### src/rtl/soc_system_sysid_pkg.sv
// Shared constants for the extended sysid slave: register map, CONTROL bits,
// CAPS layout, register-select type and the byte-lane merge helper.
package soc_system_sysid_pkg;

    localparam int ADDR_SYSID      = 0;
    localparam int ADDR_TIMESTAMP  = 1;
    localparam int ADDR_CAPS       = 2;
    localparam int ADDR_SCRATCH    = 3;
    localparam int ADDR_UPTIME_LO  = 4;
    localparam int ADDR_UPTIME_HI  = 5;
    localparam int ADDR_CONTROL    = 6;
    localparam int ADDR_RESERVED   = 7;
    localparam int ADDR_USER_BASE  = 8;

    localparam int CTRL_CLEAR_BIT  = 0;
    localparam int CTRL_FREEZE_BIT = 1;

    localparam int CAPS_NUSER_LSB   = 0;
    localparam int CAPS_VERSION_LSB = 8;

    typedef enum logic [3:0] {
        REG_SYSID,
        REG_TIMESTAMP,
        REG_CAPS,
        REG_SCRATCH,
        REG_UPTIME_LO,
        REG_UPTIME_HI,
        REG_CONTROL,
        REG_USER,
        REG_NONE
    } reg_sel_e;

    function automatic logic [31:0] merge_bytes(input logic [31:0] old_val,
                                                input logic [31:0] new_val,
                                                input logic [3:0]  be);
        logic [31:0] result;
        result = old_val;
        for (int b = 0; b < 4; b++) begin
            if (be[b]) result[8*b +: 8] = new_val[8*b +: 8];
        end
        return result;
    endfunction

endpackage

### src/rtl/soc_system_sysid_uptime.sv
// 64-bit free-running uptime counter with clear and freeze; a read of the low
// word captures the high word into a shadow so a later HI read is coherent.
module soc_system_sysid_uptime
    import soc_system_sysid_pkg::*;
(
    input  logic        clock,
    input  logic        reset,
    input  logic        freeze,
    input  logic        clear,
    input  logic        lo_read,
    output logic [31:0] uptime_lo,
    output logic [31:0] hi_shadow
);

    logic [63:0] count_q, count_d;
    logic [31:0] hi_shadow_q, hi_shadow_d;

    // NOTE: every signal gets a default at the top of always_comb so no path
    // leaves it unassigned, which would otherwise infer a latch.
    always_comb begin
        count_d     = count_q;
        hi_shadow_d = hi_shadow_q;
        if (clear) begin
            count_d = '0;
        end else if (!freeze) begin
            count_d = count_q + 64'd1;
        end
        // Snapshot uses the pre-edge count, i.e. the same sample the LO read returns.
        if (lo_read) begin
            hi_shadow_d = count_q[63:32];
        end
    end

    // NOTE: state is updated with non-blocking assignments so all flops sample
    // their inputs from the same pre-edge values.
    always_ff @(posedge clock or posedge reset) begin
        if (reset) begin
            count_q     <= '0;
            hi_shadow_q <= '0;
        end else begin
            count_q     <= count_d;
            hi_shadow_q <= hi_shadow_d;
        end
    end

    assign uptime_lo = count_q[31:0];
    assign hi_shadow = hi_shadow_q;

endmodule

### src/rtl/soc_system_sysid_ext.sv
// Avalon-MM system-identification slave: fixed ID words, capability word,
// scratch and control registers, uptime counter and N read-only user words.
module soc_system_sysid_ext
    import soc_system_sysid_pkg::*;
#(
    parameter logic [31:0] SYSTEM_ID     = 32'h0000_0000,
    parameter logic [31:0] TIMESTAMP     = 32'h0000_0000,
    parameter logic [7:0]  VERSION       = 8'd2,
    parameter int          N_USER        = 4,
    parameter logic [31:0] SCRATCH_RESET = 32'h0000_0000,
    parameter int          ADDR_W        = 8
) (
    input  logic                                       clock,
    input  logic                                       reset,
    input  logic [ADDR_W-1:0]                          address,
    input  logic                                       read,
    input  logic                                       write,
    input  logic [31:0]                                writedata,
    input  logic [3:0]                                 byteenable,
    output logic [31:0]                                readdata,
    output logic                                       readdatavalid,
    input  logic [(N_USER == 0 ? 1 : 32*N_USER)-1:0]   user_words
);

    reg_sel_e    sel;
    logic        user_hit;
    logic [31:0] user_rdata;
    logic        wr_en;
    logic        ctrl_wr;
    logic        clear_pulse;
    logic        lo_read;
    logic [31:0] uptime_lo;
    logic [31:0] hi_shadow;
    logic [31:0] caps_word;
    logic [31:0] ctrl_word;
    logic [31:0] rdata_mux;

    logic [31:0] scratch_q,  scratch_d;
    logic        freeze_q,   freeze_d;
    logic [31:0] readdata_q, readdata_d;
    logic        rvalid_q,   rvalid_d;

    if (N_USER > 0) begin : g_user
        always_comb begin
            user_hit   = 1'b0;
            user_rdata = '0;
            for (int k = 0; k < N_USER; k++) begin
                if (address == ADDR_W'(ADDR_USER_BASE + k)) begin
                    user_hit   = 1'b1;
                    user_rdata = user_words[32*k +: 32];
                end
            end
        end
    end else begin : g_no_user
        assign user_hit   = 1'b0;
        assign user_rdata = '0;
    end

    always_comb begin
        sel = REG_NONE;
        if      (address == ADDR_W'(ADDR_SYSID))     sel = REG_SYSID;
        else if (address == ADDR_W'(ADDR_TIMESTAMP)) sel = REG_TIMESTAMP;
        else if (address == ADDR_W'(ADDR_CAPS))      sel = REG_CAPS;
        else if (address == ADDR_W'(ADDR_SCRATCH))   sel = REG_SCRATCH;
        else if (address == ADDR_W'(ADDR_UPTIME_LO)) sel = REG_UPTIME_LO;
        else if (address == ADDR_W'(ADDR_UPTIME_HI)) sel = REG_UPTIME_HI;
        else if (address == ADDR_W'(ADDR_CONTROL))   sel = REG_CONTROL;
        else if (user_hit)                           sel = REG_USER;
    end

    // A write coinciding with a read is a protocol violation; the read wins.
    always_comb begin
        wr_en       = write && !read;
        ctrl_wr     = wr_en && (sel == REG_CONTROL) && byteenable[0];
        clear_pulse = ctrl_wr && writedata[CTRL_CLEAR_BIT];
        lo_read     = read && (sel == REG_UPTIME_LO);

        scratch_d = scratch_q;
        if (wr_en && (sel == REG_SCRATCH)) begin
            scratch_d = merge_bytes(scratch_q, writedata, byteenable);
        end

        freeze_d = freeze_q;
        if (ctrl_wr) begin
            freeze_d = writedata[CTRL_FREEZE_BIT];
        end
    end

    soc_system_sysid_uptime u_uptime (
        .clock     (clock),
        .reset     (reset),
        .freeze    (freeze_q),
        .clear     (clear_pulse),
        .lo_read   (lo_read),
        .uptime_lo (uptime_lo),
        .hi_shadow (hi_shadow)
    );

    always_comb begin
        caps_word                              = '0;
        caps_word[CAPS_VERSION_LSB +: 8]       = VERSION;
        caps_word[CAPS_NUSER_LSB +: 8]         = 8'(N_USER);
        ctrl_word                              = '0;
        ctrl_word[CTRL_FREEZE_BIT]             = freeze_q;

        unique case (sel)
            REG_SYSID:     rdata_mux = SYSTEM_ID;
            REG_TIMESTAMP: rdata_mux = TIMESTAMP;
            REG_CAPS:      rdata_mux = caps_word;
            REG_SCRATCH:   rdata_mux = scratch_q;
            REG_UPTIME_LO: rdata_mux = uptime_lo;
            REG_UPTIME_HI: rdata_mux = hi_shadow;
            REG_CONTROL:   rdata_mux = ctrl_word;
            REG_USER:      rdata_mux = user_rdata;
            default:       rdata_mux = '0;
        endcase

        readdata_d = read ? rdata_mux : readdata_q;
        rvalid_d   = read;
    end

    always_ff @(posedge clock or posedge reset) begin
        if (reset) begin
            scratch_q  <= SCRATCH_RESET;
            freeze_q   <= 1'b0;
            readdata_q <= '0;
            rvalid_q   <= 1'b0;
        end else begin
            scratch_q  <= scratch_d;
            freeze_q   <= freeze_d;
            readdata_q <= readdata_d;
            rvalid_q   <= rvalid_d;
        end
    end

    assign readdata      = readdata_q;
    assign readdatavalid = rvalid_q;

endmodule

### config.mk
export PLATFORM = sky130hd
export DESIGN_NAME = soc_system_sysid_ext
export DESIGN_NICKNAME = d
export VERILOG_FILES = /design/src/rtl/soc_system_sysid_pkg.sv /design/src/rtl/soc_system_sysid_uptime.sv /design/src/rtl/soc_system_sysid_ext.sv
export SDC_FILE = /design/constraint.sdc
export NUM_CORES = 1
export LEC_CHECK = 0
export CORE_ASPECT_RATIO = 0.6
export CORE_MARGIN = 4
export CORE_UTILIZATION = 35
export CTS_CLUSTER_SIZE = 14
export DETAILED_ROUTE_END_ITERATION = 7
export HOLD_SLACK_MARGIN = 0.02
export PLACE_DENSITY = 0.65
export SETUP_SLACK_MARGIN = 0.3
export SLEW_MARGIN = 20
export SYNTH_ARGS = -nofsm -noshare
export SYNTH_HDL_FRONTEND = slang
export SYNTH_SLANG_ARGS = --single-unit
### constraint.sdc
create_clock -name clock -period 7.2 [get_ports clock]
set_input_delay 1.44 -clock clock [delete_from_list [all_inputs] [get_ports clock]]
set_output_delay 1.44 -clock clock [all_outputs]
set_load 0.02 [all_outputs]
[After elaboration in Yosys (flattened, before gate mapping)]
Index checks and enable logic that the tools add are counted.
Storage, ports and cells
  bits in writable memories: 0
  logic and storage cells: 58
  bits in read-only memories: 0
  input port bits: 176
  register bits after elaboration: 162
  memories: 0
  output and inout bits: 33
  latch bits: 0
Cells by class
  $add $sub $neg: 1
  divide/modulo/power cells: 0
  multipliers: 0
  reduce and logical (&&, ||, !) cells: 12
  shifts and indexed selects: 0
  eq/ne operators: 17
  bitwise gates (word level): 0
  order comparisons: 0
  mux-type cells: 19
Operator list (count)
  32-bit one-hot mux with 6 select lines: 1
  32-bit 2-to-1 mux: 4
  64-bit 2-to-1 mux: 2
  64-bit by 1-bit adder with 64-bit output, second input constant: 1
  8-bit by 4-bit equality test with 1-bit output, second input constant: 4
  4-bit 2-to-1 mux: 8
  8-bit by 3-bit equality test with 1-bit output, second input constant: 3
  4-bit by 3-bit equality test with 1-bit output, second input constant: 4
  8-bit by 2-bit equality test with 1-bit output, second input constant: 2
  4-bit by 2-bit equality test with 1-bit output, second input constant: 2
  8-bit by 1-bit equality test with 1-bit output, second input constant: 1
  8-bit logical NOT: 1
  2-bit AND reduction: 4
  1-bit logical AND: 6
  1-bit 2-to-1 mux: 4
  2-bit inequality test, second input constant: 1
  1-bit logical NOT: 1

[Longest topological paths before layout]
Gate-level depths: netlist of the first run.
  depth after elaboration: 18
  gate-level depth with buffers: 8
  depth with buffers taken out: 6

[Hierarchy]
A second synthesis of the first run with hierarchy kept.
Unflattened totals
  cell total of the unflattened synthesis: 857
  area, all modules: 9120.0 um2
By module, submodules not included
  soc_system_sysid_uptime: area an instance 4782.1 um2, cells each 469, instances 1, sequential area each 2402.3 um2
  soc_system_sysid_ext: area an instance 4337.9 um2, cells each 388, instances 1, sequential area each 1651.6 um2

[Least setup slack after synthesis of the first run]
No wires, ideal clock.
  path type: input-to-reg
  start: input address[5]
  end: register scratch_q[0]
  library setup time: 0.125 ns
  slack: 4.116 ns
  path buffers: 1
  required time: 7.075 ns
  cell stages on the path: 5
  arrival: 2.959 ns
  cell sequence: nor4_1 -> and4_1 -> clkbuf_1 -> nand3_1 -> mux2_2
Between the ends
  word-level cells in the longest chain between the ends: 16
  elaborated cells between the ends (all ways): 26
  those cells by class: eq/ne (11); mux (12); reduce/logical (3)
RTL lines
  start: declaration: line soc_system_sysid_ext.sv:15  | input logic [ADDR_W-1:0] address,
  8-bit by 4-bit equality test with 1-bit output: line soc_system_sysid_ext.sv:48  | if (address == ADDR_W'(ADDR_USER_BASE + k)) begin
  1-bit 2-to-1 mux (4 in a row): line soc_system_sysid_ext.sv:48
  4-bit 2-to-1 mux: line soc_system_sysid_ext.sv:68  | else if (user_hit) sel = REG_USER;
  4-bit 2-to-1 mux: line soc_system_sysid_ext.sv:67  | else if (address == ADDR_W'(ADDR_CONTROL)) sel = REG_CONTROL;
  4-bit 2-to-1 mux: line soc_system_sysid_ext.sv:66  | else if (address == ADDR_W'(ADDR_UPTIME_HI)) sel = REG_UPTIME_HI;
  4-bit 2-to-1 mux: line soc_system_sysid_ext.sv:65  | else if (address == ADDR_W'(ADDR_UPTIME_LO)) sel = REG_UPTIME_LO;
  4-bit 2-to-1 mux: line soc_system_sysid_ext.sv:64  | else if (address == ADDR_W'(ADDR_SCRATCH)) sel = REG_SCRATCH;
  4-bit 2-to-1 mux: line soc_system_sysid_ext.sv:63  | else if (address == ADDR_W'(ADDR_CAPS)) sel = REG_CAPS;
  4-bit 2-to-1 mux: line soc_system_sysid_ext.sv:62  | else if (address == ADDR_W'(ADDR_TIMESTAMP)) sel = REG_TIMESTAMP;
  4-bit 2-to-1 mux *: line soc_system_sysid_ext.sv:61  | if (address == ADDR_W'(ADDR_SYSID)) sel = REG_SYSID;
  4-bit by 2-bit equality test with 1-bit output *: line soc_system_sysid_ext.sv:79  | if (wr_en && (sel == REG_SCRATCH)) begin
  1-bit logical AND *: line soc_system_sysid_ext.sv:79
  2-bit AND reduction (no source line) *
  end signal: assignment: line soc_system_sysid_ext.sv:129  | scratch_q <= scratch_d;
  end: declaration: line soc_system_sysid_ext.sv:38  | logic [31:0] scratch_q, scratch_d;
Mark *: on every way between the ends. The rest lies on a longest branch, timed or not.
A chain may end at the register's enable or synchronous reset.

[Worst setup path in the final report of the first run]
  start: input address[5]
  end: register scratch_q[26]
Same word-level chain as after synthesis.

==> results of run 1 <==
-- routing by layer --
| metal | share of wire | track usage | vias up |
|---|---|---|---|
| met5 | 0 | 0 | - |
| met1 | 0.48 | 0.317 | 3717 |
| met3 | 0.091 | 0.0604 | 28 |
| met4 | 0.010 | 0.0491 | 0 |
| met2 | 0.42 | 0.286 | 297 |
| li1 | - | - | 3293 |
-- cell usage in the layout, fill, tap and decap left out, types with 24 or more instances in the layout --
cell             synthesis  routed
nand2_1                 28      28
nand3_1                 29      29
a32oi_1                 24      24
nor2_1                  68      68
dfrtp_1                162     162
a21oi_1                 32      32
mux2_2                  63      63
clkdlybuf4s50_1          0     205
a22oi_1                 25      25
mux4_2                  32      32
-- layout make-up --
cell class	count	area [um2]
Fill cell	2100	12100
Multi-Input combinational cell	525	4180
Sequential cell	162	4050
Timing Repair Buffer	217	2130
Clock buffer	18	439
Tap cell	315	394
Clock inverter	14	106
Inverter	20	80.1
-- logic make-up (layout without fill, tap and decap cells) --
logic type               after synthesis  in the layout  synth area share
multiplexers                          98             98             0.172
flip-flops                           162            162             0.477
AND/OR/NAND/NOR                      234            234             0.157
AO/OA/AOI/OAI                        160            160             0.128
XOR/XNOR                              32             32            0.0330
buffers and inverters                 73            269            0.0328
adder cells (fa/ha/maj)                1              1           0.00147
-- worst min path at each step --
stage	startpoint	to	slack, ps	cells after the start
detailed placement	scratch_q[28]$_DFFE_PP0P_	scratch_q[28]$_DFFE_PP0P_	500	1
global placement	scratch_q[18]$_DFFE_PP0P_	scratch_q[18]$_DFFE_PP0P_	490	1
finish	scratch_q[28]$_DFFE_PP0P_	scratch_q[28]$_DFFE_PP0P_	510	1
global route	scratch_q[18]$_DFFE_PP0P_	scratch_q[18]$_DFFE_PP0P_	530	1
floorplan	u_uptime.hi_shadow[12]$_DFFE_PP0P_	u_uptime.hi_shadow[12]$_DFFE_PP0P_	450	2
CTS	scratch_q[28]$_DFFE_PP0P_	scratch_q[28]$_DFFE_PP0P_	510	1
-- worst reg2reg max path: stages (launching register included) --
cell and delay, ps:
dfrtp_1 480, ha_1 200, nand4b_1 250, nor3_2 370, nand4_1 790, or4_1 770, a21oi_1 160
-- per-stage QoR --
stage               setup slack [ps]  instance area, um2  std cells  utilization
finish                          3470               11400       1271        0.485
global route                    3340               11400       1271        0.485
CTS                             3480               11400       1271        0.485
detailed placement              3030               10800       1239        0.461
global placement                3000               10800       1239        0.461
floorplan                       1380                8510        760            -
-- state kept, by name (all words and copies together), names as in the netlist --
name,count
freeze_q,1
readdatavalid,1
scratch_q,32
readdata,32
u_uptime.count_q,64
u_uptime.hi_shadow,32
-- power groups by stage --
stage	sequential [mW]	clock, mW	combinational [mW]
global placement	1.17	0	0.435
CTS	1.16	0.857	0.446
detailed placement	1.17	0	0.442
global route	1.18	0.899	0.487
finish	1.16	0.849	0.443
floorplan	1.13	0	0.256
==> impl.org, run 1 <==
** Status
- Result of the run :: finished clean

** Cells and area
- Post-layout nets :: 1120
- N_diodes :: 0
- In the final layout, the share of cells above drive strength 1 is 0.159.
- Relative to the synthesized area, the layout overhead comes to 33.9%.

** Worst setup path
- Cell at the slowest stage of the critical path :: nand3_1
- List of cells traversed by the critical path :: clkdlybuf4s50_1 -> nor4_2 -> buf_4 -> and4_1 -> buf_4 -> nand3_1 -> mux2_2
- The worst setup path is launched from a primary input.
- Worst reg2reg endpoint :: u_uptime.count_q[46]$_DFFE_PP0P_
- Register-to-register path setup slack :: 4100 ps
- On the worst path, the slowest cell contributes a delay of 430 ps.
- The worst register-to-register path begins at u_uptime.count_q[0]$_DFFE_PP0P_.
- Cell depth of the worst setup path :: 7
- The critical path in this run is classified as in -> reg.
- Startpoint of the most critical setup path :: address[5]
- The worst setup path is captured at a flop.
- Data arrival, critical path :: 4050 ps
- The kind of cell with the highest combined delay along the critical path is buffers and inverters.
- Count of cells along the worst register-to-register path :: 6
- Crit path to :: scratch_q[26]$_DFFE_PP0P_
- Of all nets on the critical path, the largest fanout is 41.
- The cell that appears most often on the critical path is buf_4.
- Together, buffers and inverters on the worst path number 3.
- Data on the critical path is required at its endpoint by about 7500 ps.

** Logic synthesis
- In the synthesized netlist, the number of instances is 760.
- Part of the Yosys area used for sequential elements :: 0.477
- Synth warn :: 0
- Synth Register Bits :: 162
- Counting distinct cell types in the post-synthesis netlist gives 49.
- Ranking of synthesized cells by instance count :: 162 x dfrtp_1, 68 x nor2_1, 63 x mux2_2, 44 x clkbuf_1
- Syn_area_per_cell :: 11.2 um2
- Share of async-settable or async-resettable flops after synthesis :: 1.00
- dfrtp_1 is the most common cell in the netlist.
- The mapped netlist covers 8510 um2.
- EDFF count, synth :: 0
- dfrtp_1 takes more of the synthesized area than any other cell.
- Post-synth top area share :: 0.477
- The number of nets in the synthesized netlist is 937.
- In the synthesized netlist the dominant register cell turns out to be dfrtp_1.
- Ranked by total cell area, the synthesized netlist is headed by dfrtp_1 48%, mux4_2 8.5%, mux2_2 8.3%, nor2_1 3.0%, a32oi_1 2.5%.

** Route
- Dividing the detail-routed via count by the number of cells gives 5.77.
- For this run, design rule violations remaining after detail routing come to 0.
- The detailed router placed 7335 vias in this run.
- The detailed router finished its first iteration with just under 800 violations.
- Antenna-violating nets left :: 0
- Drt total wl :: 28100 um
- The first detailed-routing pass ran for 6 iterations.
- In the final routed layout, each cell accounts on average for around 22 um.

** Timing
- For the pin with the worst max-slew slack, the measured transition is around 1000 ps.
- Setup repair after global routing left no endpoint under its margin.
- Adding up every negative setup slack in the final design gives 0 ps.
- Hold timing on the final database bottoms out at a slack of ~510 ps.
- In the finished design, the share of the clock period the worst path needs comes to 0.518.
- Final setup vio count :: 0
- Endpoints failing hold :: 0
- Fin Clk Skew :: 9.93 ps
- Subtracting the final worst setup slack from the clock period gives 3730 ps.
- Final slew viol count :: 0
- Max Freq :: 268 MHz
- Max-slew headroom at the worst pin :: 0.336

** Clock network
- TritonCTS built the clock tree.
- Post-CTS repair changed the size of 0 cells.
- For this design, the CTS-stage hold fixing added 0 buffers.
- Post-CTS Setup Bufs :: 0
- The root buffer cell chosen for the clock tree is clkbuf_16.
- Clock tree synthesis found a total of 162 sinks.
- # H-tree levels :: 4
- Clock Latency Late Sink :: 440 ps
- Clock-pin slew on the worst setup and hold paths :: approximately 60 ps
- The number of clock buffers added by TritonCTS is 17.
- Maximum root-to-sink buffer count :: 2

** Floorplanning
- The die is 129 um tall.
- Count of boundary I/O pins :: about 210
- The region available for standard cell placement spans 23500 um2.
- Measured along the x axis, the die boundary spans 209 um.
- Row count :: 43
- For this configuration, the core starts out at a cell density of 0.362.
- The floorplan step defined a die boundary enclosing around 27000 um2.

** Placement
- Detailed-placement wirelength estimate :: 20700 um
- Buffers placed on the I/O ports in this run total 208.
- Placer congestion estimate :: slightly below 0.9

** Global routing
- Antenna violations before repair :: 1
- For this run, the total global-route usage over all layers was measured as 0.206.
- GR Overflow Total :: 0
- Number of global-route vias before repair :: 6842
- The first global-routing pass estimated about 43000 um of wire.
- Entering global routing, the biggest net connects 95 pins.

** Power and ir drop
- The internal portion of the total power is 1.70 mW.
- Combinational cell fraction of total power :: 0.180
- Power per cell area :: 215 nW/um2
- The design draws 2.45 mW.
- In this run the static leakage power is 4.61 nW.
- Part of the total power dissipated in sequential elements :: 0.474
- In this run the power spent charging and discharging nets is about 0.76 mW.
- IR analysis of the VDD net gives a maximum drop of around 0.00012 V.
- Switching share of power :: 0.308
- Of the total power, the clock network draws 0.346.

** Job
- Total of max-cap violations :: 0

** Hold path
- Min-Delay Path Class :: reg -> reg
(Power assumes the default switching activity.)
==> run 2, diff against run 1 <==
Settings changed: PLACE_DENSITY 0.65 to 0.67.
Clock period 7.2 ns to 3.05 ns, I/O delays scaled along.
==> run 2 against run 1 <==
Clock power rose to 2.6 times the previous value. Sequential share of layout area fell by 0.85 points. Via count fell by 1.6%. Sequential power increased by 130%. Highest routed layer unchanged.
==> impl.org, run 2 (synthesis results as in run 1) <==
** Clock network
- Clock-pin slew on the worst setup and hold paths :: 60 ps
- Number of buffers created by CTS :: 17
- The H-tree was split into 4 levels.
- Post-CTS Setup Bufs :: 0
- The cell sitting at the root of the clock tree is a clkbuf_16.
- After clock tree synthesis, the repair step resized 0 gates.
- For this design, the sink count on the clock tree is roughly 160.
- Hold bufs inserted after CTS :: 0
- The clock passes through at most 2 buffers.
- TritonCTS built the clock tree.
- Clock Latency Late Sink :: roughly 430 ps

** Cells and area
- 0 antenna diodes ended up in the layout.
- For this run, the post-layout net count is 1143.
- Counting the fill cells in the layout gives about 2100.
- In the final layout, the multi-input gates occupy 4180 um2.
- The register with the most flip-flops in the layout has 64 of them.
- Leaving out fill and tap cells, the most frequent cell in the layout is clkdlybuf4s50_1.
- Biggest register :: u_uptime.count_q
- Leading cell types in the layout, fill and taps excluded :: 205 x clkdlybuf4s50_1, 162 x dfrtp_1, 68 x nor2_1
- Register area :: between 4000 and 5000 um2
- Compared with the post-synthesis result, the final layout area differs by 37.2%.
- Layout cells sized above 1 :: 0.178

** Timing
- Post-layout min period :: 2510 ps
- For the pin with the worst max-slew slack, the measured transition is approximately 630 ps.
- Final slew viol count :: 0
- Endpoints failing hold :: 0
- The worst pin sits at a relative slew slack of 0.582.
- Post-Route Setup TNS :: 0 ps
- Final WS setup :: between 500 and 600 ps
- Setup repair after global routing missed its margin :: no
- Tcrit/Tclk final :: 0.823
- Fin Clk Skew :: 11.4 ps
- Final setup vio count :: 0
- Max Freq :: 398 MHz

** Job
- Total of max-cap violations :: 0

** Floorplanning
- Initial Utilization :: 0.362
- Total die area :: around 27000 um2
- After floorplanning, the core was sized to cover 23500 um2.
- From left edge to right edge, the die measures around 210 um.
- In this run the core area contains 43 standard-cell rows.
- During I/O placement, the number of pins put on the boundary was 209.
- From bottom edge to top edge, the die measures 129 um.

** Route
- Detailed routing placed a total of 12300 um of wire on met2.
- After detailed routing, the number of remaining DRC violations is 0.
- Before antenna repair, the detailed router went through 5 iterations.
- In the final routed layout, each cell accounts on average for 21.3 um.
- The routed layout has 7218 vias.
- Length of routed wiring on met1 :: between 10000 and 15000 um
- Detailed routing placed a total of 2460 um of wire on met3.
- Drt total wl :: 27500 um
- 1st-iter DRT viols :: 780
- Dividing the detail-routed via count by the number of cells gives 5.58.
- Highest routed layer :: met4
- The count of nets left with antenna violations once routing finished came out at 0.

** Worst setup path
- Along the worst path, the maximum fanout reaches 23.
- The endpoint identified for the worst register-to-register timing path is u_uptime.count_q[46]$_DFFE_PP0P_.
- Data arrival, critical path :: 2860 ps
- Source of the worst register-to-register timing path :: u_uptime.count_q[0]$_DFFE_PP0P_
- Crit path to :: u_uptime.count_q[46]$_DFFE_PP0P_
- Kind of critical path :: reg -> reg
- The number of cells on the worst reg-to-reg path is 7.
- Register-to-register path setup slack :: 540 ps
- Data required time at the worst endpoint :: ~3400 ps
- The critical path starts at u_uptime.count_q[0]$_DFFE_PP0P_.
- STA classifies the critical path startpoint as a flop.
- Endpoint type of the worst setup path :: flop

** Placement
- Detailed-placement wirelength estimate :: 21300 um
- Routability-driven placement finished with a final weighted congestion of between 0.8 and 0.9.
- Timing analysis after detailed placement gives a worst setup slack of about 180 ps.
- Count of buffers inserted at the top-level ports :: ~210

** Power and ir drop
- Switching share of power :: 0.294
- Pleak :: 4.76 nW
- Part of the total power dissipated in sequential elements :: 0.455
- Part of the total power dissipated in the clock network :: 0.365
- Combinational cell fraction of total power :: 0.180
- In this run the power spent charging and discharging nets is 1.76 mW.
- Internal :: 4.23 mW
- IR analysis of the VDD net gives a maximum drop of 0.000404 V.
- Dividing total power by cell area gives a power density of between 500 and 600 nW/um2.

** Global routing
- Across every metal layer, demand over resource in global routing totals 0.202.
- The initial antenna violation count is 0.
- Global-route wire length before repair :: about 42000 um
- Summed over all layers, the global routing overflow is 0.
- Entering global routing, the biggest net connects 84 pins.
- The via count of the first global-routing pass is 7233.

** Hold path
- Worst hold path depth :: 2
- The worst hold path belongs to the class reg -> reg.

** Status
- The run finished with clean final reports.
run 2: worst min path at each step:
stage / start / slack, ps / end
floorplan: u_uptime.hi_shadow[12]$_DFFE_PP0P_ / 450 / u_uptime.hi_shadow[12]$_DFFE_PP0P_
global placement: u_uptime.hi_shadow[19]$_DFFE_PP0P_ / 480 / u_uptime.hi_shadow[19]$_DFFE_PP0P_
detailed placement: u_uptime.hi_shadow[19]$_DFFE_PP0P_ / 490 / u_uptime.hi_shadow[19]$_DFFE_PP0P_
CTS: u_uptime.hi_shadow[19]$_DFFE_PP0P_ / 500 / u_uptime.hi_shadow[19]$_DFFE_PP0P_
global route: u_uptime.hi_shadow[16]$_DFFE_PP0P_ / 520 / u_uptime.hi_shadow[16]$_DFFE_PP0P_
finish: u_uptime.hi_shadow[19]$_DFFE_PP0P_ / 500 / u_uptime.hi_shadow[19]$_DFFE_PP0P_
run 2: layout make-up:
type | count | share of cell area
well taps | 315 | 0.0338
inverters | 20 | 0.00675
multi-input cells | 525 | 0.358
repair buffers | 240 | 0.202
clock buffers | 19 | 0.0388
flip-flops and latches | 162 | 0.347
clock inverters | 13 | 0.0130
run 2: power groups by stage:
| stage | clock (mW) | sequential, mW | combinational [mW] |
|---|---|---|---|
| after detailed placement | 0 | 2.75 | 1.08 |
| after CTS | 2.22 | 2.72 | 1.09 |
| after global routing | 2.30 | 2.76 | 1.19 |
| after global placement | 0 | 2.75 | 1.05 |
| final | 2.19 | 2.72 | 1.08 |
| after floorplan | 0 | 2.68 | 0.604 |
run 2: metrics by stage:
step | power [mW] | utilization | hold WS, ps | std cells | cell area [um2]
finish | 5.99 | 0.496 | 497 | 1294 | 11700
global route | 6.26 | 0.496 | 519 | 1294 | 11700
CTS | 6.02 | 0.496 | 501 | 1294 | 11700
detailed placement | 3.83 | 0.471 | 486 | 1262 | 11100
global placement | 3.80 | 0.471 | 482 | 1262 | 11100
floorplan | 3.28 | - | 450 | 760 | 8510
run 2: metal layers:
metal	GRT usage	vias to the layer above
li1	-	3335
met1	0.287	3591
met2	0.314	266
met3	0.0573	26
met4	0.0406	0
met5	0	-
run 2: worst max-delay path, cell delays in order, from the launching register on:
cell and delay (ps):
dfrtp_1 470, ha_1 210, nand4b_1 250, nor3_2 370, nand4_1 190, buf_4 250, or4_1 520, a21oi_1 160
